### config.mk
export PLATFORM = sky130hd
export DESIGN_NAME = frame_serializer
export DESIGN_NICKNAME = d
export VERILOG_FILES = /design/src/rtl/scrypt_pkg.sv /design/src/rtl/nonce_result_checker_frame_serializer.sv
export SDC_FILE = /design/constraint.sdc
export NUM_CORES = 1
export LEC_CHECK = 0
export ABC_AREA = 1
export BUFFER_PORTS_ARGS = -buffer_cell sky130_fd_sc_hd__clkbuf_2
export CORE_ASPECT_RATIO = 0.9
export CORE_UTILIZATION = 52
export CTS_CLUSTER_DIAMETER = 120
export DETAILED_ROUTE_END_ITERATION = 12
export PLACE_DENSITY = 0.79
export SYNTH_ARGS = -nofsm -noshare
export SYNTH_HDL_FRONTEND = slang
export SYNTH_SLANG_ARGS = --single-unit
### constraint.sdc
create_clock -name clk -period 1.5 [get_ports clk]
set_input_delay 0.375 -clock clk [delete_from_list [all_inputs] [get_ports clk]]
set_output_delay 0.375 -clock clk [all_outputs]
set_load 0.005 [all_outputs]
### src/rtl/scrypt_pkg.sv
// scrypt_pkg
// Shared constants and types for the scrypt hasher result path.
//   HASH_W / NONCE_W      : widths of the scrypt hash and of the nonce
//   RESULT_FRAME_LEN      : bytes in one result frame (header + 4 nonce bytes)
//   DEFAULT_HDR_BYTE      : default first byte of every result frame
//   chk_state_t           : states of the nonce result checker FSM
//   build_result_frame()  : packs header and nonce into a frame, byte 0 in the LSBs
package scrypt_pkg;

    localparam int HASH_W           = 256;
    localparam int NONCE_W          = 32;
    localparam int RESULT_FRAME_LEN = 5;
    localparam int FRAME_W          = RESULT_FRAME_LEN * 8;

    localparam logic [7:0] DEFAULT_HDR_BYTE = 8'hA5;

    typedef enum logic [1:0] {
        IDLE = 2'd0,
        CMP  = 2'd1,
        MISS = 2'd2,
        SEND = 2'd3
    } chk_state_t;

    // Byte 0 is the header, bytes 1..4 are the nonce little-endian.
    function automatic logic [FRAME_W-1:0] build_result_frame(
        input logic [7:0]         hdr,
        input logic [NONCE_W-1:0] nonce
    );
        return {nonce, hdr};
    endfunction

endpackage

### src/rtl/nonce_result_checker_frame_serializer.sv
// frame_serializer
// Emits a loaded multi-byte frame one byte at a time over a valid/ready
// handshake. A load strobe captures the frame and starts at byte 0; the byte
// counter advances only when tx_valid_o and tx_ready_i are both high, so
// tx_data_o holds through stalls.
// Ports:
//   clk, rst      : clock, synchronous active-high reset (abandons a frame)
//   load_i        : one-cycle strobe, capture frame_i and start sending
//   frame_i       : frame contents, byte 0 in bits [7:0]
//   tx_ready_i    : downstream accepts tx_data_o this cycle
//   tx_data_o     : current frame byte (0 when idle)
//   tx_valid_o    : tx_data_o is valid
//   last_o        : the final byte is being accepted this cycle
module frame_serializer
    import scrypt_pkg::*;
#(
    parameter int FRAME_LEN = RESULT_FRAME_LEN
) (
    input  logic                   clk,
    input  logic                   rst,
    input  logic                   load_i,
    input  logic [FRAME_LEN*8-1:0] frame_i,
    input  logic                   tx_ready_i,
    output logic [7:0]             tx_data_o,
    output logic                   tx_valid_o,
    output logic                   last_o
);

    localparam int CNT_W = (FRAME_LEN > 1) ? $clog2(FRAME_LEN) : 1;
    localparam logic [CNT_W-1:0] LAST_IDX = CNT_W'(FRAME_LEN - 1);

    logic [FRAME_LEN*8-1:0] frame_q;
    logic [CNT_W-1:0]       byte_cnt_q;
    logic                   valid_q;
    logic [7:0]             frame_bytes [FRAME_LEN];

    genvar gi;
    generate
        for (gi = 0; gi < FRAME_LEN; gi++) begin : g_bytes
            assign frame_bytes[gi] = frame_q[gi*8 +: 8];
        end
    endgenerate

    always_ff @(posedge clk) begin
        if (rst) begin
            frame_q    <= '0;
            byte_cnt_q <= '0;
            valid_q    <= 1'b0;
        end else if (load_i) begin
            frame_q    <= frame_i;
            byte_cnt_q <= '0;
            valid_q    <= 1'b1;
        end else if (valid_q && tx_ready_i) begin
            if (byte_cnt_q == LAST_IDX) begin
                byte_cnt_q <= '0;
                valid_q    <= 1'b0;
            end else begin
                byte_cnt_q <= byte_cnt_q + 1'b1;
            end
        end
    end

    // Drive zero when idle so a stale nonce never sits on the bus.
    assign tx_data_o  = valid_q ? frame_bytes[byte_cnt_q] : 8'h00;
    assign tx_valid_o = valid_q;
    assign last_o     = valid_q && tx_ready_i && (byte_cnt_q == LAST_IDX);

endmodule

==> implementation parameters, run 1 <==
Parameter                              Value

Status
  Result of the run    finished, violations left
  Violated checks    setup timing

Global routing
  Global-route wire length before repair    7800 µm
  Antenna violations before repair    0
  Largest net degree at the start of global routing    28
  Via count of the first global-routing pass    about 1,700
  Global route overflow    0
  Total global-route track usage    0.243

Clock network
  Clock tree buffer depth    2
  CTS Buf Count    5
  Level count of the clock H-tree    2
  CTS tree    done
  Cell chosen for the clock root    sky130_fd_sc_hd__clkbuf_8
  Clock slew seen by the registers of the worst setup and hold paths    0.08 ns
  Clock sink count    44
  Worst-skew pair later-pin latency    0.30 ns
  Number of buffers inserted by hold repair at cts    0

Worst setup path
  Data arrival time of the worst path    ~1.4 ns
  Worst setup path class    register to output pin
  Count of buffering cells on the critical path with inverters included    2
  Setup crit start    byte_cnt_q[1]$_SDFFE_PP0P_
  Largest stage delay on the critical path    0.35 ns
  Dominant cell type by count on the critical path    sky130_fd_sc_hd__nand2_1
  Endpoint class of the critical path    output pin
  Critical-path maximum fanout    8
  Internal reg-to-reg setup slack    roughly 0.29 ns
  Cell family with the largest share of critical-path delay    flip-flops
  Origin of the critical flop-to-flop path    byte_cnt_q[0]$_SDFFE_PP0P_
  Cells along the critical path    buf_6, nor2_8, nand2_1, nand2_1, nand2_1, a21oi_1, clkbuf_2
  Kind of start point of the critical path    register
  CP max-delay cell    sky130_fd_sc_hd__dfxtp_2
  Data required time at the worst endpoint    1.12 ns
  Register-to-Register Path Depth    6
  R2R Path End    byte_cnt_q[0]$_SDFFE_PP0P_

Yosys
  Dominant combinational cell family by area after synthesis    simple AND/OR/NAND/NOR gates
  Yosys warning total    0
  Share of synthesized area occupied by flip-flops and latches    0.420
  Cell variety after synth    21
  Post-synthesis simple-gate area fraction    0.362
  Synthesized-area fraction occupied by adder cells    0.0119
  Fraction of the mapped netlist area in compound gates    0.127
  Synthesized flop and latch total    44
  Mux share of post-synthesis cell area    0
  Syn nets    344
  Synthesized instance count    between 200 and 300
  Syn Std Cell Area    about 2100 µm²
  Synthesized area per cell    about 7 µm²
  Xor/xnor cell area share of the yosys netlist    0

Finish
  Antenna cell count    0
  Fraction of final layout cells with drive strength greater than 1    0.301
  Area Overhead vs Synth    21.1%
  Register Area    885 µm²
  NumNets Final    401
  Filler cells    354
  Footprint of the multi-input gates    1060 µm²
  Final std cells w/o fill    ~400

Route
  Routed vias/inst    5.01
  Final routed wire length divided by cell count    12.0 µm
  Starting DRT DRC Count    146
  Number of vias after detailed routing    ~2,000
  Routed wire length    between 4000 and 5000 µm
  DRT antenna net count    0
  Total DRC errors in the routed layout    0
  Drt first pass iters    4

STA
  Max Fclk    0.571 GHz
  Worst-Margin Slew    0.317 ns
  Max Clock Skew    between 0.0004 and 0.0005 ns
  Final period utilization    1.17
  Summed negative setup slack over all endpoints    -2.03 ns
  Relative slew margins    0.787
  Final hold violations    0
  Setup repair after global routing missed its margin    true
  Final count of pins violating max slew    0
  Final critical-path setup slack    -0.250 ns
  Final min period    ~1.7 ns
  Number of endpoints failing setup at the final stage    9

Place
  HPWL Detailed    3530 µm
  Number of placed cells counting well taps    just under 400
  Routability congestion estimate from global placement    around 0.9
  Count of input and output buffers    53

Worst hold path
  Tightest Hold Check Type    input port to register
  Endpoint of the worst hold path    frame_q[23]$_SDFFE_PP0P_
  Worst Hold Path Cells    3
  HP Start    frame_i[23]

Floorplanning
  Number of top-level design ports    54
  Total Die Area    4290 µm²
  Placement row count    21
  CORE AREA    between 3000 and 4000 µm²
  Vertical die dimension    62.2 µm
  Die width    68.9 µm
  Starting density of the core    0.554

Pwr
  Peak supply drop    0.640 mV
  Cell area power density    roughly 900 nW/µm²
  Standby leakage power    1.13 nW

Job
  Maximum Capacitance Violations    0
[state kept, by name, indices dropped and copies added (netlist names)]
| signal | cells |
|---|---|
| byte_cnt_q | 3 |
| tx_valid_o | 1 |
| frame_q | 40 |
[routing by layer]
| metal | vias up | part of all wire | GRT usage |
|---|---|---|---|
| met5 | - | 0 | 0 |
| met4 | 0 | 0.019 | 0.0638 |
| met3 | 11 | 0.059 | 0.0717 |
| met2 | 62 | 0.42 | 0.340 |
| met1 | 882 | 0.50 | 0.359 |
| li1 | 1061 | - | - |
[placed cells by master (no fill, tap or decap), types with 2 or more instances in the layout]
master | netlist | final
sky130_fd_sc_hd__buf_4 | 1 | 15
sky130_fd_sc_hd__nand3_2 | 9 | 9
sky130_fd_sc_hd__a21oi_1 | 50 | 46
sky130_fd_sc_hd__clkbuf_8 | 0 | 5
sky130_fd_sc_hd__clkbuf_2 | 0 | 48
sky130_fd_sc_hd__dfxtp_2 | 0 | 3
sky130_fd_sc_hd__clkinv_2 | 0 | 2
sky130_fd_sc_hd__nand2_2 | 9 | 9
sky130_fd_sc_hd__nand3_1 | 8 | 8
sky130_fd_sc_hd__buf_2 | 9 | 5
sky130_fd_sc_hd__o21ai_0 | 2 | 2
sky130_fd_sc_hd__inv_2 | 2 | 2
sky130_fd_sc_hd__nand2_1 | 143 | 143
sky130_fd_sc_hd__nor2_1 | 4 | 4
sky130_fd_sc_hd__dfxtp_1 | 44 | 41
sky130_fd_sc_hd__ha_1 | 2 | 2
sky130_fd_sc_hd__a21oi_2 | 0 | 4
[cell type report]
type                            instances  area share
Clock inverter                          3     0.00740
Tap cell                               46      0.0227
Clock buffer                            5      0.0271
Timing Repair Buffer                   70       0.161
Multi-Input combinational cell        229       0.419
Sequential cell                        44       0.349
Inverter                                5      0.0138
[per-stage QoR]
stage / util / total power [mW] / hold slack, ns / setup slack [ns] / area, µm²
after floorplan: - / 1.49 / 0.440 / 0.125 / 2100
after global placement: 0.635 / 1.60 / 0.451 / 0.0532 / 2400
after detailed placement: 0.635 / 1.61 / 0.450 / 0.0311 / 2400
after CTS: 0.670 / 2.32 / 0.302 / -0.243 / 2530
after global routing: 0.671 / 2.44 / 0.295 / -0.334 / 2540
final: 0.671 / 2.32 / 0.301 / -0.250 / 2540
[synth_stat cells, drive strengths merged]
master | count | share of area
nand3 | 17 | 0.062
dfxtp | 44 | 0.42
a21oi | 50 | 0.12
clkinv | 1 | 0.0018
o21ai | 3 | 0.0072
nand2 | 152 | 0.28
inv | 4 | 0.011
nor2 | 5 | 0.017
buf | 15 | 0.058
clkbuf | 5 | 0.0090
ha | 2 | 0.012
[where the power goes]
part	total (mW)	leakage, nW	switching (mW)	internal (mW)
clock network	0.724	0.0479	0.400	0.324
logic	0.317	0.718	0.172	0.146
registers	1.27	0.364	0.0438	1.23
[cells by family after synthesis]
kind of cell	count (synthesis)
fa+ha+maj	2
flops	44
compound gates	53
simple gates	174
buf+inv	25
[worst max path at each step]
stage | slack [ns] | endpoint | cells past startpoint
2_1_floorplan | 0.12 | last_o | 6
3_3_place_gp | 0.05 | tx_data_o[3] | 7
3_5_place_dp | 0.03 | tx_data_o[3] | 7
4_1_cts | -0.24 | tx_data_o[3] | 7
5_1_grt | -0.33 | tx_data_o[0] | 7
6_report | -0.25 | tx_data_o[7] | 7
[tightest hold or removal path, delay by kind of cell]
| family | cells | cell delay [ns] |
|---|---|---|
| buffers and inverters | 1 | 0.08 |
| AND/OR/NAND/NOR | 1 | 0.05 |
| AO/OA/AOI/OAI | 1 | 0.05 |
[what timing repair did]
action | CTS | global route
gates resized for setup | 9 | 6
setup endpoints to repair | 10 | 9
setup buffers | 2 | 0
pin swaps | 1 | 0
No activity file was read; power rests on OpenSTA's default activity.
==> run 2: changes to the inputs <==
--- a/config.mk
+++ b/config.mk
@@ -15,3 +15,4 @@
 export SYNTH_ARGS = -nofsm -noshare
 export SYNTH_HDL_FRONTEND = slang
 export SYNTH_SLANG_ARGS = --single-unit
+export TNS_END_PERCENT = 1
==> run 2 against run 1 <==
Critical endpoint unchanged. Cell count decreased by 0.25%. Power decreased by 0.18%. Highest routed layer unchanged. The run still ends with setup timing left. Register-to-register slack is essentially flat. Sequential cell count stayed put. Critical path depth did not move.
==> implementation parameters, run 2 (synthesis results as in run 1) <==
Parameter                              Value

Status
  Result of the run    finished, violations left
  Violated checks    setup timing

Route
  Number of vias after detailed routing    2,026 (+0.50%)
  Starting DRT DRC Count    138 (-5.5%)
  Final routed wire length divided by cell count    12.0 µm (-0.50%)
  Routed wire length    4800 µm (-0.75%)
  Drt first pass iters    4 (unchanged)
  Routed vias/inst    5.05 (+0.75%)
  Total DRC errors in the routed layout    0 (unchanged)
  DRT antenna net count    0 (unchanged)

Place
  Number of placed cells counting well taps    392 (unchanged)
  HPWL Detailed    3530 µm (unchanged)
  Count of input and output buffers    53 (unchanged)
  Routability congestion estimate from global placement    0.907 (unchanged)
  Total cell area at the placement stage    2400 µm² (unchanged)

Worst setup path
  Data required time at the worst endpoint    1.12 ns (about the same)
  Kind of start point of the critical path    register
  Data arrival time of the worst path    1.38 ns (about the same)
  CP max-delay cell    sky130_fd_sc_hd__dfxtp_2
  Register-to-Register Path Depth    6 (unchanged)
  Count of buffering cells on the critical path with inverters included    2 (unchanged)
  Endpoint class of the critical path    output pin
  Critical path depth in cells    7 (unchanged)
  Largest stage delay on the critical path    0.35 ns (about the same)
  Internal reg-to-reg setup slack    0.29 ns (about the same)
  Cells along the critical path    buf_6, nor2_8, nand2_1, nand2_1, nand2_1, a21oi_1, clkbuf_2
  Worst setup path class    register to output pin
  Cell family with the largest share of critical-path delay    flip-flops
  Dominant cell type by count on the critical path    sky130_fd_sc_hd__nand2_1
  Critical-path maximum fanout    8 (unchanged)

Pwr
  Sw Ratio    0.265 (-0.000773)
  Standby leakage power    1.12 nW (-0.40%)
  Peak supply drop    0.642 mV (+0.22%)
  Share of power burned in registers    0.551 (about the same)
  Internal power    1.70 mW (about the same)
  Cell area power density    915 nW/µm² (+0.27%)
  Clock Power Share    0.313 (about the same)
  Overall power of the completed layout    2.31 mW (-0.18%)
  Net switching power of the design    613 µW (-0.47%)
  Combinational share of power    0.136 (about the same)

Clock network
  CTS Buf Count    5 (unchanged)
  Cell chosen for the clock root    sky130_fd_sc_hd__clkbuf_8
  Level count of the clock H-tree    2 (unchanged)
  Worst-skew pair later-pin latency    0.30 ns (about the same)
  CTS tree    done
  Clock sink count    44 (unchanged)
  Clock tree buffer depth    2 (unchanged)
  Clock slew seen by the registers of the worst setup and hold paths    0.08 ns (about the same)

STA
  Final critical-path setup slack    -0.251 ns (-0.000872 ns)
  Worst-Margin Slew    0.301 ns (-0.0167 ns)
  Final hold violations    0 (unchanged)
  Final min period    1.75 ns (+0.000872 ns)
  Setup repair after global routing missed its margin    true
  Max Clock Skew    0.000474 ns (-0.0000175 ns)
  Final count of pins violating max slew    0 (unchanged)
  Max Fclk    0.571 GHz (about the same)
  Number of endpoints failing setup at the final stage    9 (unchanged)
  Final period utilization    1.17 (about the same)
  Final Hold Slack    0.300 ns (-0.00108 ns)
  Relative slew margins    0.798 (+0.0112)

Finish
  Antenna cell count    0 (unchanged)
  Fraction of final layout cells with drive strength greater than 1    0.296 (-0.00479)
  Post-layout utilization of the core    0.668 (-0.00298)
  Cell area after layout    2530 µm² (-0.44%)
  Register with the most flip-flops    frame_q
  Top library cells by usage in the layout, fill and taps aside    sky130_fd_sc_hd__nand2_1, sky130_fd_sc_hd__a21oi_1, sky130_fd_sc_hd__clkbuf_2
  Most common cell after layout, fill and taps aside    sky130_fd_sc_hd__nand2_1
  Footprint of the multi-input gates    1060 µm² (-0.35%)
  Final std cells w/o fill    401 (-0.25%)
  Area Overhead vs Synth    20.5%
  Filler cells    358 (+1.1%)
  NumNets Final    400 (-0.25%)
  Largest register FFs    40 (unchanged)
  Register Area    885 µm² (unchanged)

Worst hold path
  Tightest Hold Check Type    input port to register
  Worst Hold Path Cells    3 (unchanged)

Floorplanning
  Number of top-level design ports    54 (unchanged)
  Vertical die dimension    62.2 µm (unchanged)
  Placement row count    21 (unchanged)
  CORE AREA    3780 µm² (unchanged)
  Starting density of the core    0.554 (unchanged)
  Die width    68.9 µm (unchanged)
  Total Die Area    4290 µm² (unchanged)

Job
  Maximum Capacitance Violations    0 (unchanged)

Global routing
  Largest net degree at the start of global routing    28 (unchanged)
  Antenna violations before repair    0 (unchanged)
  Total global-route track usage    0.243 (unchanged)
  Via count of the first global-routing pass    1,708 (-0.70%)
  Global route overflow    0 (unchanged)
  Global-route wire length before repair    7780 µm (-0.26%)
==> run 2: repair_timing <==
action / 4_1_cts / 5_1_grt
hold buffers: 0 / 0
setup endpoints to repair: 10 / 9
resized for setup: 8 / 7
pin swaps: 2 / 0
setup buffers: 1 / 0
==> run 2: worst paths after layout <==
kind                              startpoint                         end
setup / recovery  byte_cnt_q[1]$_SDFFE_PP0P_                tx_data_o[7]
hold / removal                   frame_i[19]    frame_q[19]$_SDFFE_PP0P_
setup reg to reg  byte_cnt_q[0]$_SDFFE_PP0P_  byte_cnt_q[0]$_SDFFE_PP0P_
hold reg to reg     frame_q[34]$_SDFFE_PP0P_    frame_q[34]$_SDFFE_PP0P_
==> run 2: final cells by class <==
cell class,instances,area share
repair buffers,69,0.159
clock buffers,5,0.0272
multi-input cells,229,0.420
flip-flops and latches,44,0.350
clock inverters,3,0.00743
inverters,5,0.0139
well taps,46,0.0228
==> run 2: power by group through the flow <==
stage | registers, mW | clock network (mW) | logic [mW]
after floorplan | 1.28 | 0 | 0.206
after global placement | 1.30 | 0 | 0.301
after detailed placement | 1.30 | 0 | 0.307
after CTS | 1.27 | 0.727 | 0.313
after global routing | 1.28 | 0.798 | 0.357
final | 1.27 | 0.723 | 0.315
==> run 2: through the flow <==
stage	worst slack, ns	setup TNS, ns
after CTS	-0.247	-2.02
final	-0.251	-2.03
after floorplan	0.125	0
after global routing	-0.334	-2.85
after detailed placement	0.0311	0
after global placement	0.0532	0
==> run 2: routing by layer <==
metal	track usage	part of all wire	up-vias
met5	0	0	-
li1	-	-	1062
met4	0.0638	0.013	0
met1	0.359	0.50	895
met2	0.340	0.43	60
met3	0.0717	0.061	9
==> run 2: tightest hold or removal path, cell delays in order <==
cell and delay (ns):
sky130_fd_sc_hd__clkbuf_2 0.08, sky130_fd_sc_hd__nand2_1 0.05, sky130_fd_sc_hd__a21oi_1 0.05
==> run 3: changes to the inputs <==
--- a/config.mk
+++ b/config.mk
@@ -11,6 +11,7 @@
 export CORE_UTILIZATION = 52
 export CTS_CLUSTER_DIAMETER = 120
 export DETAILED_ROUTE_END_ITERATION = 12
+export GPL_TIMING_DRIVEN = 0
 export PLACE_DENSITY = 0.79
 export SYNTH_ARGS = -nofsm -noshare
 export SYNTH_HDL_FRONTEND = slang
==> run 3 against run 2 <==
The flow still finishes with violations (setup timing). Clock skew up 0.0026 ns. Cell count is 2.7% higher. Via count up 5.6%. Sequential cell count did not move. Combinational power increased by 19%. Global-route usage up 3.3 points. Largest power group unchanged.
==> implementation parameters, run 3 (synthesis results as in run 1) <==
Parameter                              Value

Worst setup path
  R2R Path End    tx_valid_o$_SDFFE_PP0P_
  Count of buffering cells on the critical path with inverters included    4 (+2)
  Data arrival time of the worst path    1.48 ns (+0.10 ns)
  Register-to-Register Path Depth    8 (+2)
  Critical path depth in cells    8 (+1)
  Critical-path maximum fanout    8 (unchanged)
  CP max-delay cell    sky130_fd_sc_hd__dfxtp_2
  Data required time at the worst endpoint    1.12 ns (about the same)
  Endpoint class of the critical path    output pin
  Cells along the critical path    buf_12, clkinv_8, buf_12, nand2_4, nand3_2, nand2_2, a21oi_1, buf_2
  Origin of the critical flop-to-flop path    byte_cnt_q[0]$_SDFFE_PP0P_
  Largest stage delay on the critical path    0.37 ns (+0.02 ns)
  Worst setup path class    register to output pin
  Cell family with the largest share of critical-path delay    buffers and inverters
  Dominant cell type by count on the critical path    sky130_fd_sc_hd__buf_12
  Internal reg-to-reg setup slack    0.10 ns (-0.19 ns)
  Setup crit start    byte_cnt_q[0]$_SDFFE_PP0P_
  Kind of start point of the critical path    register

STA
  Summed negative setup slack over all endpoints    -2.89 ns (-0.863 ns)
  Final Hold Slack    0.301 ns (+0.00181 ns)
  Final critical-path setup slack    -0.353 ns (-0.102 ns)
  Relative slew margins    0.690 (-0.108)
  Number of endpoints failing setup at the final stage    9 (unchanged)
  Max Fclk    0.540 GHz (-5.5%)
  Final period utilization    1.24 (+0.0682)
  Final count of pins violating max slew    0 (unchanged)
  Setup repair after global routing missed its margin    true
  Worst-Margin Slew    0.465 ns (+0.164 ns)
  Final hold violations    0 (unchanged)
  Max Clock Skew    0.00307 ns (+0.00259 ns)
  Final min period    1.85 ns (+0.102 ns)

Floorplanning
  Placement row count    21 (unchanged)
  Vertical die dimension    62.2 µm (unchanged)
  Number of top-level design ports    54 (unchanged)
  Die width    68.9 µm (unchanged)
  CORE AREA    3780 µm² (unchanged)
  Total Die Area    4290 µm² (unchanged)
  Starting density of the core    0.554 (unchanged)

Place
  HPWL Detailed    3520 µm (-0.25%)
  Count of input and output buffers    51 (-3.8%)
  Routability congestion estimate from global placement    0.852 (-6.1%)
  Worst setup slack before clock tree synthesis    -0.0643 ns (-0.0954 ns)
  Total cell area at the placement stage    2410 µm² (+0.21%)

Status
  Violated checks    setup timing
  Result of the run    finished, violations left

Pwr
  Internal power    1.89 mW (+12%)
  Combinational share of power    0.149 (+0.013)
  Clock Power Share    0.349 (+0.036)
  Peak supply drop    0.683 mV (+6.5%)
  Net switching power of the design    639 µW (+4.3%)
  Share of power burned in registers    0.502 (-0.049)
  Standby leakage power    1.24 nW (+10%)
  Sw Ratio    0.252 (-0.0127)
  Cell area power density    908 nW/µm² (-0.81%)

Route
  Drt first pass iters    4 (unchanged)
  Starting DRT DRC Count    162 (+17%)
  Number of vias after detailed routing    2,140 (+5.6%)
  Routed vias/inst    5.19 (+2.8%)
  Routed wire length    5470 µm (+14%)
  Final routed wire length divided by cell count    13.3 µm (+11%)
  Total DRC errors in the routed layout    0 (unchanged)
  DRT antenna net count    0 (unchanged)

Finish
  Post-layout utilization of the core    0.738 (+0.0701)
  Most common cell after layout, fill and taps aside    sky130_fd_sc_hd__nand2_1
  Top library cells by usage in the layout, fill and taps aside    sky130_fd_sc_hd__nand2_1, sky130_fd_sc_hd__clkbuf_2, sky130_fd_sc_hd__a21oi_1
  Cell area after layout    2790 µm² (+11%)
  Fraction of final layout cells with drive strength greater than 1    0.374 (+0.0785)
  Register with the most flip-flops    frame_q
  NumNets Final    411 (+2.8%)
  Area Overhead vs Synth    33.2%
  Antenna cell count    0 (unchanged)
  Largest register FFs    40 (unchanged)

Worst hold path
  Tightest Hold Check Type    input port to register
  Worst Hold Path Cells    3 (unchanged)
  HP Start    frame_i[5]
  Endpoint of the worst hold path    frame_q[5]$_SDFFE_PP0P_

Clock network
  Clock slew seen by the registers of the worst setup and hold paths    0.08 ns (about the same)
  Clock tree buffer depth    2 (unchanged)
  CTS Buf Count    5 (unchanged)
  CTS tree    done
  Cell chosen for the clock root    sky130_fd_sc_hd__clkbuf_8
  Level count of the clock H-tree    2 (unchanged)
  Clock sink count    44 (unchanged)
  Number of buffers inserted by hold repair at cts    0 (unchanged)
  Worst-skew pair later-pin latency    0.29 ns (about the same)

Global routing
  Global-route wire length before repair    8870 µm (+14%)
  Global route overflow    0 (unchanged)
  Antenna violations before repair    0 (unchanged)
  Total global-route track usage    0.276 (+0.0333)
  Largest net degree at the start of global routing    14 (-50%)
  Via count of the first global-routing pass    1,859 (+8.8%)

Job
  Maximum Capacitance Violations    0 (unchanged)
[run 3: through the flow]
| step | power [mW] | instances |
|---|---|---|
| 6_report | 2.53 | 412 |
| 5_1_grt | 2.65 | 412 |
| 4_1_cts | 2.51 | 409 |
| 3_5_place_dp | 1.61 | 395 |
| 3_3_place_gp | 1.60 | 395 |
| 2_1_floorplan | 1.49 | 298 |
[run 3: area by class of cell]
class / instances / area (µm²)
repair buffers: 60 / 380
inverters: 5 / 35.0
clock buffers: 6 / 72.6
clock inverters: 2 / 35.0
plain buffers: 20 / 149
flip-flops and latches: 44 / 882
well taps: 46 / 57.6
fillers: 308 / 992
multi-input cells: 229 / 1180
[run 3: per-layer routing]
layer / GRT usage / part of all wire
met5: 0 / 0
met4: 0.0867 / 0.026
met3: 0.0570 / 0.069
met2: 0.381 / 0.43
met1: 0.422 / 0.47
[run 3: how the worst max path moves through the flow]
stage / endpoint / slack, ns
2_1_floorplan: last_o / 0.12
3_3_place_gp: last_o / -0.05
3_5_place_dp: last_o / -0.06
4_1_cts: tx_data_o[1] / -0.30
5_1_grt: tx_data_o[4] / -0.40
6_report: tx_data_o[1] / -0.35
[run 3: worst reg2reg max path, delay by kind of cell (launching register included)]
family / cells / cell delay, ns
buffers and inverters: 4 / 0.48
adders and majority gates: 1 / 0.17
AOI/OAI and AO/OA: 2 / 0.23
DFF: 1 / 0.35
and+or+nand+nor: 1 / 0.05
[run 3: power by group through the flow]
stage / Combinational, mW / Sequential, mW / Clock (mW)
6_report: 0.376 / 1.27 / 0.885
5_1_grt: 0.423 / 1.28 / 0.952
4_1_cts: 0.349 / 1.27 / 0.890
3_5_place_dp: 0.317 / 1.29 / 0
3_3_place_gp: 0.312 / 1.29 / 0
2_1_floorplan: 0.206 / 1.28 / 0
[run 3: timing repair]
action	4_1_cts	5_1_grt
endpoints found under the setup margin	9	9
cloned	1	1
pin swaps	14	9
gates resized for setup	29	25
buffers inserted	5	2
